## src/rtl/dds_voice_bank_if.sv

```systemverilog
// Bus between the SPI command decoder, the voice bank and the DAC serializer.
// Handshake: cfg_we is a one-cycle write strobe that is always accepted (no
// ready); sample_valid is a one-cycle pulse marking a new sample_out, and the
// consumer must take it in that cycle (no backpressure).
interface dds_voice_bank_if #(
  parameter int NUM_VOICES = 4,
  parameter int TUNE_W     = 16,
  parameter int WAVE_W     = 12
);
  localparam int VID_W = $clog2(NUM_VOICES);
  localparam int SUM_W = WAVE_W + VID_W;

  logic              cfg_we;
  logic [VID_W-1:0]  cfg_voice;
  logic [1:0]        cfg_field;
  logic [TUNE_W-1:0] cfg_data;
  logic [SUM_W-1:0]  sample_out;
  logic              sample_valid;

  modport master (
    output cfg_we, cfg_voice, cfg_field, cfg_data,
    input  sample_out, sample_valid
  );

  modport slave (
    input  cfg_we, cfg_voice, cfg_field, cfg_data,
    output sample_out, sample_valid
  );
endinterface

```

## src/rtl/dds_voice_bank.sv

```systemverilog
// Time-multiplexed DDS bank: one shared phase adder / waveform generator
// serves NUM_VOICES accumulators in round-robin slots; the voices of a frame
// are summed into one mixed sample.
module dds_voice_bank #(
  parameter int NUM_VOICES = 4,
  parameter int PHASE_W    = 16,
  parameter int TUNE_W     = 16,
  parameter int WAVE_W     = 12
) (
  input  logic                   clk,
  input  logic                   rst_n,
  input  logic                   run,
  dds_voice_bank_if.slave        bus
);
  localparam int VID_W = $clog2(NUM_VOICES);
  localparam int SUM_W = WAVE_W + VID_W;
  localparam logic [VID_W-1:0] LAST_VID = VID_W'(NUM_VOICES - 1);
  localparam logic [15:0] LFSR_SEED = 16'hACE1;

  logic [TUNE_W-1:0]  tune_q  [NUM_VOICES];
  logic [TUNE_W-1:0]  tune_d  [NUM_VOICES];
  logic               en_q    [NUM_VOICES];
  logic               en_d    [NUM_VOICES];
  logic [1:0]         sel_q   [NUM_VOICES];
  logic [1:0]         sel_d   [NUM_VOICES];
  logic [WAVE_W-1:0]  pw_q    [NUM_VOICES];
  logic [WAVE_W-1:0]  pw_d    [NUM_VOICES];
  logic [PHASE_W-1:0] phase_q [NUM_VOICES];
  logic [PHASE_W-1:0] phase_d [NUM_VOICES];

  logic [VID_W-1:0]   vid_q, vid_d;
  logic [SUM_W-1:0]   acc_q, acc_d;
  logic [15:0]        lfsr_q, lfsr_d;
  logic [SUM_W-1:0]   sample_out_q, sample_out_d;
  logic               sample_valid_q, sample_valid_d;

  logic [WAVE_W-1:0]  p;
  logic [WAVE_W-1:0]  tri_w;
  logic [WAVE_W-1:0]  w;

  // Waveform for the voice in the current slot, from its pre-update phase.
  always_comb begin
    p     = phase_q[vid_q][PHASE_W-1 -: WAVE_W];
    tri_w = {p[WAVE_W-2:0], 1'b0};
    if (p[WAVE_W-1]) tri_w = ~tri_w;
    w = '0;
    if (en_q[vid_q]) begin
      case (sel_q[vid_q])
        2'd0:    w = p;
        2'd1:    w = (p < pw_q[vid_q]) ? '1 : '0;
        2'd2:    w = tri_w;
        default: w = lfsr_q[15 -: WAVE_W];
      endcase
    end
  end

  // Slot sequencing, phase update, mixing, then config writes on top so a
  // phase reset to the current voice wins over its increment.
  always_comb begin
    tune_d         = tune_q;
    en_d           = en_q;
    sel_d          = sel_q;
    pw_d           = pw_q;
    phase_d        = phase_q;
    vid_d          = vid_q;
    acc_d          = acc_q;
    lfsr_d         = lfsr_q;
    sample_out_d   = sample_out_q;
    sample_valid_d = 1'b0;

    if (run) begin
      vid_d = vid_q + VID_W'(1);
      if (en_q[vid_q]) begin
        phase_d[vid_q] = phase_q[vid_q] + PHASE_W'(tune_q[vid_q]);
      end
      if (vid_q == '0) acc_d = SUM_W'(w);
      else             acc_d = acc_q + SUM_W'(w);
      if (vid_q == LAST_VID) begin
        sample_out_d   = acc_q + SUM_W'(w);
        sample_valid_d = 1'b1;
        lfsr_d = {lfsr_q[14:0], lfsr_q[15] ^ lfsr_q[13] ^ lfsr_q[12] ^ lfsr_q[10]};
      end
    end

    if (bus.cfg_we) begin
      case (bus.cfg_field)
        2'd0: tune_d[bus.cfg_voice] = bus.cfg_data;
        2'd1: begin
          sel_d[bus.cfg_voice] = bus.cfg_data[1:0];
          en_d[bus.cfg_voice]  = bus.cfg_data[2];
        end
        2'd2:    pw_d[bus.cfg_voice]    = bus.cfg_data[WAVE_W-1:0];
        default: phase_d[bus.cfg_voice] = '0;
      endcase
    end
  end

  // State registers with asynchronous active-low clear.
  always_ff @(posedge clk or negedge rst_n) begin
    if (!rst_n) begin
      for (int i = 0; i < NUM_VOICES; i++) begin
        tune_q[i]  <= '0;
        en_q[i]    <= 1'b0;
        sel_q[i]   <= '0;
        pw_q[i]    <= WAVE_W'(1) << (WAVE_W - 1);
        phase_q[i] <= '0;
      end
      vid_q          <= '0;
      acc_q          <= '0;
      lfsr_q         <= LFSR_SEED;
      sample_out_q   <= '0;
      sample_valid_q <= 1'b0;
    end else begin
      tune_q         <= tune_d;
      en_q           <= en_d;
      sel_q          <= sel_d;
      pw_q           <= pw_d;
      phase_q        <= phase_d;
      vid_q          <= vid_d;
      acc_q          <= acc_d;
      lfsr_q         <= lfsr_d;
      sample_out_q   <= sample_out_d;
      sample_valid_q <= sample_valid_d;
    end
  end

  assign bus.sample_out   = sample_out_q;
  assign bus.sample_valid = sample_valid_q;
endmodule

```

## src/flat_wrapper.sv

```systemverilog
// flat-port wrapper written by rule: the top's interface ports become plain ports
module dds_voice_bank_flat 
#(
  parameter int NUM_VOICES = 4,
  parameter int PHASE_W    = 16,
  parameter int TUNE_W     = 16,
  parameter int WAVE_W     = 12
)
  (clk, rst_n, run, bus_cfg_we, bus_cfg_voice, bus_cfg_field, bus_cfg_data, bus_sample_out, bus_sample_valid);
  dds_voice_bank_if #(.NUM_VOICES(NUM_VOICES), .TUNE_W(TUNE_W), .WAVE_W(WAVE_W)) bus_i ();
  input  logic clk;
  input  logic rst_n;
  input  logic run;
  input wire logic [$bits(bus_i.cfg_we)-1:0] bus_cfg_we;
  input wire logic [$bits(bus_i.cfg_voice)-1:0] bus_cfg_voice;
  input wire logic [$bits(bus_i.cfg_field)-1:0] bus_cfg_field;
  input wire logic [$bits(bus_i.cfg_data)-1:0] bus_cfg_data;
  output wire logic [$bits(bus_i.sample_out)-1:0] bus_sample_out;
  output wire logic [$bits(bus_i.sample_valid)-1:0] bus_sample_valid;
  assign bus_i.cfg_we = bus_cfg_we;
  assign bus_i.cfg_voice = bus_cfg_voice;
  assign bus_i.cfg_field = bus_cfg_field;
  assign bus_i.cfg_data = bus_cfg_data;
  assign bus_sample_out = bus_i.sample_out;
  assign bus_sample_valid = bus_i.sample_valid;
  dds_voice_bank #(.NUM_VOICES(NUM_VOICES), .PHASE_W(PHASE_W), .TUNE_W(TUNE_W), .WAVE_W(WAVE_W)) u_core (.clk(clk), .rst_n(rst_n), .run(run), .bus(bus_i));
endmodule
```

## config.mk

```make
export PLATFORM = sky130hd
export DESIGN_NAME = dds_voice_bank_flat
export DESIGN_NICKNAME = d
export VERILOG_FILES = /design/src/rtl/dds_voice_bank_if.sv /design/src/rtl/dds_voice_bank.sv /design/src/flat_wrapper.sv
export SDC_FILE = /design/constraint.sdc
export NUM_CORES = 1
export LEC_CHECK = 0
export CORE_AREA = 2 2 144 182
export DETAILED_ROUTE_END_ITERATION = 16
export DIE_AREA = 0 0 146 184
export GPL_ROUTABILITY_DRIVEN = 0
export PLACE_DENSITY = 0.76
export SLEW_MARGIN = 10
export SYNTH_ARGS = -nofsm -noshare
export SYNTH_HDL_FRONTEND = slang
export SYNTH_SLANG_ARGS = --single-unit
```

## constraint.sdc

```tcl
create_clock -name clk -period 5.1 [get_ports clk]
set_input_delay 0.765 -clock clk [delete_from_list [all_inputs] [get_ports clk]]
set_output_delay 0.765 -clock clk [all_outputs]
set_load 0.1 [all_outputs]
```

**Yosys cells after proc, flatten, opt, wreduce, memory -nomap -nowiden**

Index checks and enable logic that the tools add are counted.

- Register bits: 235
- Output and inout bits: 15
- Word-level logic and storage cells: 97
- Bits of input ports: 24

- Reduce and logical (&&, ||, !) cells: 10
- Order comparisons: 5
- Add/sub/neg operators: 3
- Mux-type cells: 41
- Equality and inequality tests: 5
- Bitwise operators: 8

Operators with widths:

| cell | number |
|---|---|
| 64-bit two-way mux | 4 |
| 64-bit bitwise mux | 2 |
| 16-bit two-way mux | 6 |
| 12-bit two-way mux | 6 |
| 64-bit bitwise AND | 1 |
| 16-bit binary-select mux with 2-bit select | 2 |
| 16-bit demux with 2-bit select | 2 |
| 64-bit inverter | 1 |
| 48-bit bitwise mux | 1 |
| 12-bit case mux with 3 select lines | 1 |
| 12-bit binary-select mux with 2-bit select | 1 |
| 12-bit demux with 2-bit select | 1 |
| 16-bit adder | 1 |
| 14-bit by 12-bit adder with 14-bit output | 1 |
| 14-bit two-way mux | 1 |
| 12-bit < comparator | 1 |
| 12-bit inverter | 1 |
| 8-bit bitwise mux | 1 |
| 2-bit AND reduction | 4 |
| 2-bit equality test, second input constant | 3 |
| 3-bit >= comparator, second input constant | 2 |
| 2-bit zero test | 3 |
| 3-bit by 1-bit < comparator with 1-bit output, second input constant | 2 |
| 2-bit two-way mux | 3 |
| 12 further kinds | 21 |

**Logic depth before layout (Yosys ltp)**

- Depth in word-level cells: 11
- Depth in mapped cells: 23

**Worst setup path before layout**

OpenSTA, ideal clock, no wires.

- Kind: reg-to-reg
- From: reg u_core.vid_q[0]
- To: reg u_core.acc_q[12]
- Data arrival time: 5250 ps
- Data required time: 5013 ps
- Cell stages (with the launch flop): 24
- Setup slack: -237 ps
- Path buffers: 4
- Clock period less this slack: 5337 ps
- Cells stage by stage: dfrtp_1 -> buf_6 -> buf_6 -> buf_4 -> buf_2 -> mux4_2 -> inv_1 -> ha_1 -> a2111oi_0 -> a22oi_1 -> a211oi_1 -> a211oi_4 -> or2b_4 -> a211oi_2 -> ha_1 -> inv_1 -> fa_1 -> nor2b_1 -> o31a_1 -> o41ai_1 -> o211ai_1 -> a21oi_1 -> or3_1 -> o211ai_1

- Cells in the longest elaborated chain, start to end: 10
- Elaborated cells on any way between the ends: 25
- Classes of those cells: 1 x add/sub; 1 x order compare; 2 x eq/ne; 17 x mux; 2 x bitwise; 2 x reduce/logical

Ends and longest elaborated chain:

| element | line | text |
|---|---|---|
| start: declaration | dds_voice_bank.sv:31 | `logic [VID_W-1:0] vid_q, vid_d;` |
| start signal: assignment | dds_voice_bank.sv:119 | `vid_q <= vid_d;` |
| 2-bit inverter with 3-bit output (not written as such) | n/a |  |
| 16-bit binary-select mux with 2-bit select or 12-bit binary-select mux with 2-bit select (tied branches) | dds_voice_bank.sv:43, dds_voice_bank.sv:50 |  |
| 16-bit two-way mux (not written as such) or 12-bit two-way mux (tied branches) (2 in series) | dds_voice_bank.sv:43, dds_voice_bank.sv:50 |  |
| 12-bit < comparator or 12-bit inverter (tied branches) | dds_voice_bank.sv:50, dds_voice_bank.sv:45 |  |
| 12-bit two-way mux (on tied branches) | dds_voice_bank.sv:50, dds_voice_bank.sv:45 |  |
| 12-bit case mux with 3 select lines | dds_voice_bank.sv:48 | `case (sel_q[vid_q])` |
| 12-bit two-way mux | dds_voice_bank.sv:47 | `if (en_q[vid_q]) begin` |
| 14-bit by 12-bit adder with 14-bit output | dds_voice_bank.sv:77 | `else acc_d = acc_q + SUM_W'(w);` |
| 14-bit two-way mux (*) | dds_voice_bank.sv:76 | `if (vid_q == '0) acc_d = SUM_W'(w);` |
| end signal: assignment | dds_voice_bank.sv:109 | `acc_q <= '0;` |
| end signal: assignment | dds_voice_bank.sv:120 | `acc_q <= acc_d;` |
| end: declaration | dds_voice_bank.sv:32 | `logic [SUM_W-1:0] acc_q, acc_d;` |

Mark *: on every way between the ends. The rest lies on a longest branch, timed or not. The select of a mux whose other input is x is not followed.
A chain may end at the register's enable or synchronous reset.

**Worst setup path in the final report**

Ends and elaborated chain as after synthesis.

==> results.sh <==
export IMPL_run_status="finished, final reports clean"
export IMPL_first_pass_iters=5
export IMPL_row_count=65
export IMPL_setup_viol=0
export IMPL_gr_total_overflow=0
export IMPL_area_growth_pct=16.0
export IMPL_fin_skew_ns=0.0207
export IMPL_start_kind="flip-flop"
export IMPL_synth_cell_types=61
export IMPL_grt_pass1_wl_um=48000
export IMPL_grt_max_degree=146
export IMPL_ys_top_cells_by_area="dfrtp_1, mux2_2, mux4_2"
export IMPL_crit_type="flip-flop to flip-flop"
export IMPL_max_slew_margin_rel_pct=15.6
export IMPL_synthFlopType="dfrtp_1"
export IMPL_worstMarginPinSlew_ns=1.26
export IMPL_antenna_cells=0
export IMPL_yosysSeqAreaShare_pct=47.5
export IMPL_drive_gt1_share_pct=28.3
export IMPL_hold_violations=0
export IMPL_cp_end_kind="flip-flop"
export IMPL_antenna_found_initial=0
export IMPL_syn_area_um2=12400
export IMPL_multi_input_area_um2=6310
export IMPL_postLayoutCoreUtil_pct=57.5
export IMPL_crit_start="u_core.vid_q[0]"
export IMPL_h_tree_depth=1
export IMPL_arrival_ns=5.34
export IMPL_path_cells="buf_12 -> buf_12 -> mux4_2 -> inv_1 -> ha_1 -> a21oi_2 -> nand2_2 -> a211oi_4 -> a211oi_4 -> or2b_4 -> a211oi_4 -> ha_2 -> inv_1 -> fa_2 -> nor2b_2 -> o31a_1 -> o41ai_4 -> o211ai_1 -> a21oi_2 -> or3_1 -> o211ai_1"
export IMPL_crit_top_cell="a211oi_4"
export IMPL_gr_usage_met3_pct=2.66
export IMPL_critPathMaxFanout=9
export IMPL_clk_latency_ns=0.53
export IMPL_fillers=2100
export IMPL_yosysTopAreaCell="dfrtp_1"
export IMPL_holdBufCountCts=0
export IMPL_grt_use_met1_pct=28.3
export IMPL_min_period_ns=4.90
export IMPL_die_w_um=146
export IMPL_io_pin_count=39
export IMPL_drc=0
export IMPL_rsz0062_at_grt="yes"
export IMPL_met2_usage_pct=39.3
export IMPL_dr_first_iter_drc_count=545
export IMPL_fin_ws_ns=0.203
export IMPL_cpMaxStageDelayCell="mux4_2"
export IMPL_num_vias=8809
export IMPL_min_period_over_period_pct=96.0
export IMPL_yosys_warnings=0
export IMPL_clock_path_buffers=3
export IMPL_initial_utilization_pct=49.6
export IMPL_post_place_ws_ns=0.00629
export IMPL_max_stage_delay_ns=0.49
export IMPL_ys_ff_latch=235
export IMPL_fmaxAchievable_mhz=204
export IMPL_reg2reg_from="u_core.vid_q[0]"
export IMPL_routed_wl_um=30200
export IMPL_synthArstFlopShare_pct=100
export IMPL_numPortBuffers=38
export IMPL_grt_use_total_pct=22.5
export IMPL_synth_top_cell_area_share_pct=44.9
export IMPL_cts_sink_count=235
export IMPL_nets=1197
export IMPL_grt_pass1_vias=8941
export IMPL_fp_dieH_um=184
export IMPL_post_dp_hpwl_um=20400
export IMPL_placeableCoreArea_um2=25000
export IMPL_ff_latch_area_um2=5900
export IMPL_clockRootBuffer="clkbuf_16"
export IMPL_drv_cap=0
export IMPL_cts_buffers=24
export IMPL_synth_edf_count=0
export IMPL_dieArea_um2=26900
export IMPL_via_per_inst=5.94
export IMPL_syn_avg_cell_area_um2=11.5
export IMPL_netlist_instances=1083
export IMPL_maxSlewViolCount=0
export IMPL_syn_nets=1151
export IMPL_min_path_type="input port to async pin"
export IMPL_required_ns=5.54
export IMPL_clk_pin_slew_ns=0.07
export IMPL_wire_per_inst_um=20.4
export IMPL_cts_tree="done"
export IMPL_top_usage_layer="met2"
export IMPL_ant_nets=0
-- placed cells by master, fill, tap and decap left out, drive strengths merged, types with 10 or more instances in the layout --
cell	count
clkdlybuf4s50	37
o21ai	47
xor2	14
clkbuf	30
dfrtp	223
inv	30
nor2b	17
nand2	122
nor2	73
nor3	12
buf	40
a21oi	72
nand2b	13
a211oi	17
nand3	22
a31oi	10
ha	42
mux2	149
dfstp	12
mux4	47
xnor2	22
-- worst paths after layout --
path                                                  end  cells after the start  slack [ns]
min in group clk                u_core.bus.sample_out[13]                      2        0.48
worst min register to register  u_core.bus.sample_out[13]                      2        0.48
max in group asynchronous                 u_core.pw_q[26]                      2        3.65
worst max-delay path                     u_core.acc_q[12]                     21        0.20
worst max register to register           u_core.acc_q[12]                     21        0.20
worst min-delay path             u_core.bus.sample_out[2]                      1        0.40
-- routing by layer --
metal,up-vias,share of wire (%)
met4,0,4.3
met5,-,0
met1,4462,40
met2,299,50
met3,69,5.2
li1,3979,-
-- cell type report --
cell class / instances / area share, %
Timing Repair Buffer: 77 / 4.99
Multi-Input combinational cell: 763 / 43.8
Clock buffer: 30 / 4.82
Inverter: 28 / 0.729
Sequential cell: 235 / 41.0
Clock inverter: 14 / 1.77
Tap cell: 335 / 2.91
-- cell families after synthesis --
kind of cell	count (synthesis)	share of synthesized area (%)
AND/OR/NAND/NOR	285	10.2
flip-flops	235	47.5
AO/OA/AOI/OAI	200	10.1
multiplexers	198	22.2
buffers and inverters	85	2.86
adder cells (fa/ha/maj)	44	4.55
XOR/XNOR	36	2.60
-- Yosys cell counts (6+ instances only) --
library cell	number
o211ai_1	6
a31oi_1	10
a21o_1	6
mux2_2	149
buf_2	8
nand2b_1	13
mux4_2	47
nor3_1	12
nor2b_1	16
inv_1	28
nand3_1	22
a211oi_1	14
o21ai_0	45
dfstp_2	12
a21oi_1	72
o21bai_1	6
nor2_1	73
o21a_1	7
xnor2_1	21
clkbuf_1	39
xor2_1	14
nand2_1	122
ha_1	42
dfrtp_1	223
-- worst max-delay path, delay by kind of cell, from the launching register on --
family                     cells  cell delay (ns)
buffers and inverters          4             0.42
muxes                          1             0.49
adders and majority gates      3             0.87
AOI/OAI and AO/OA              9             1.60
and+or+nand+nor                4             0.94
DFF                            1             0.48
-- registers in the layout (all words and copies together), names as in the netlist --
| register | cells |
|---|---|
| u_core.bus.sample_out | 14 |
| u_core.tune_q | 64 |
| u_core.bus.sample_valid | 1 |
| u_core.lfsr_q | 16 |
| u_core.phase_q | 64 |
| u_core.sel_q | 8 |
| u_core.vid_q | 2 |
| u_core.pw_q | 48 |
| u_core.acc_q | 14 |
| u_core.en_q | 4 |
-- stage by stage --
stage                     TNS [ns]  hold WS (ns)  cell area, um^2  std cells
after CTS                        0         0.434            14200       1474
after global routing       -0.0781         0.497            14400       1482
final                            0         0.401            14400       1482
after global placement           0         0.462            13200       1424
after floorplan                  0         0.455            12400       1083
after detailed placement         0         0.469            13200       1424
-- timing repair --
item	4_1_cts	5_1_grt
hold endpoints to repair	0	0
pin swaps	2	10
setup buffers	6	8
endpoints found under the setup margin	1	14
gates resized for setup	5	25
Power is left out: the tool's default activity adds up to more than one toggle a clock period on the data nets, which glitch-free logic cannot reach.
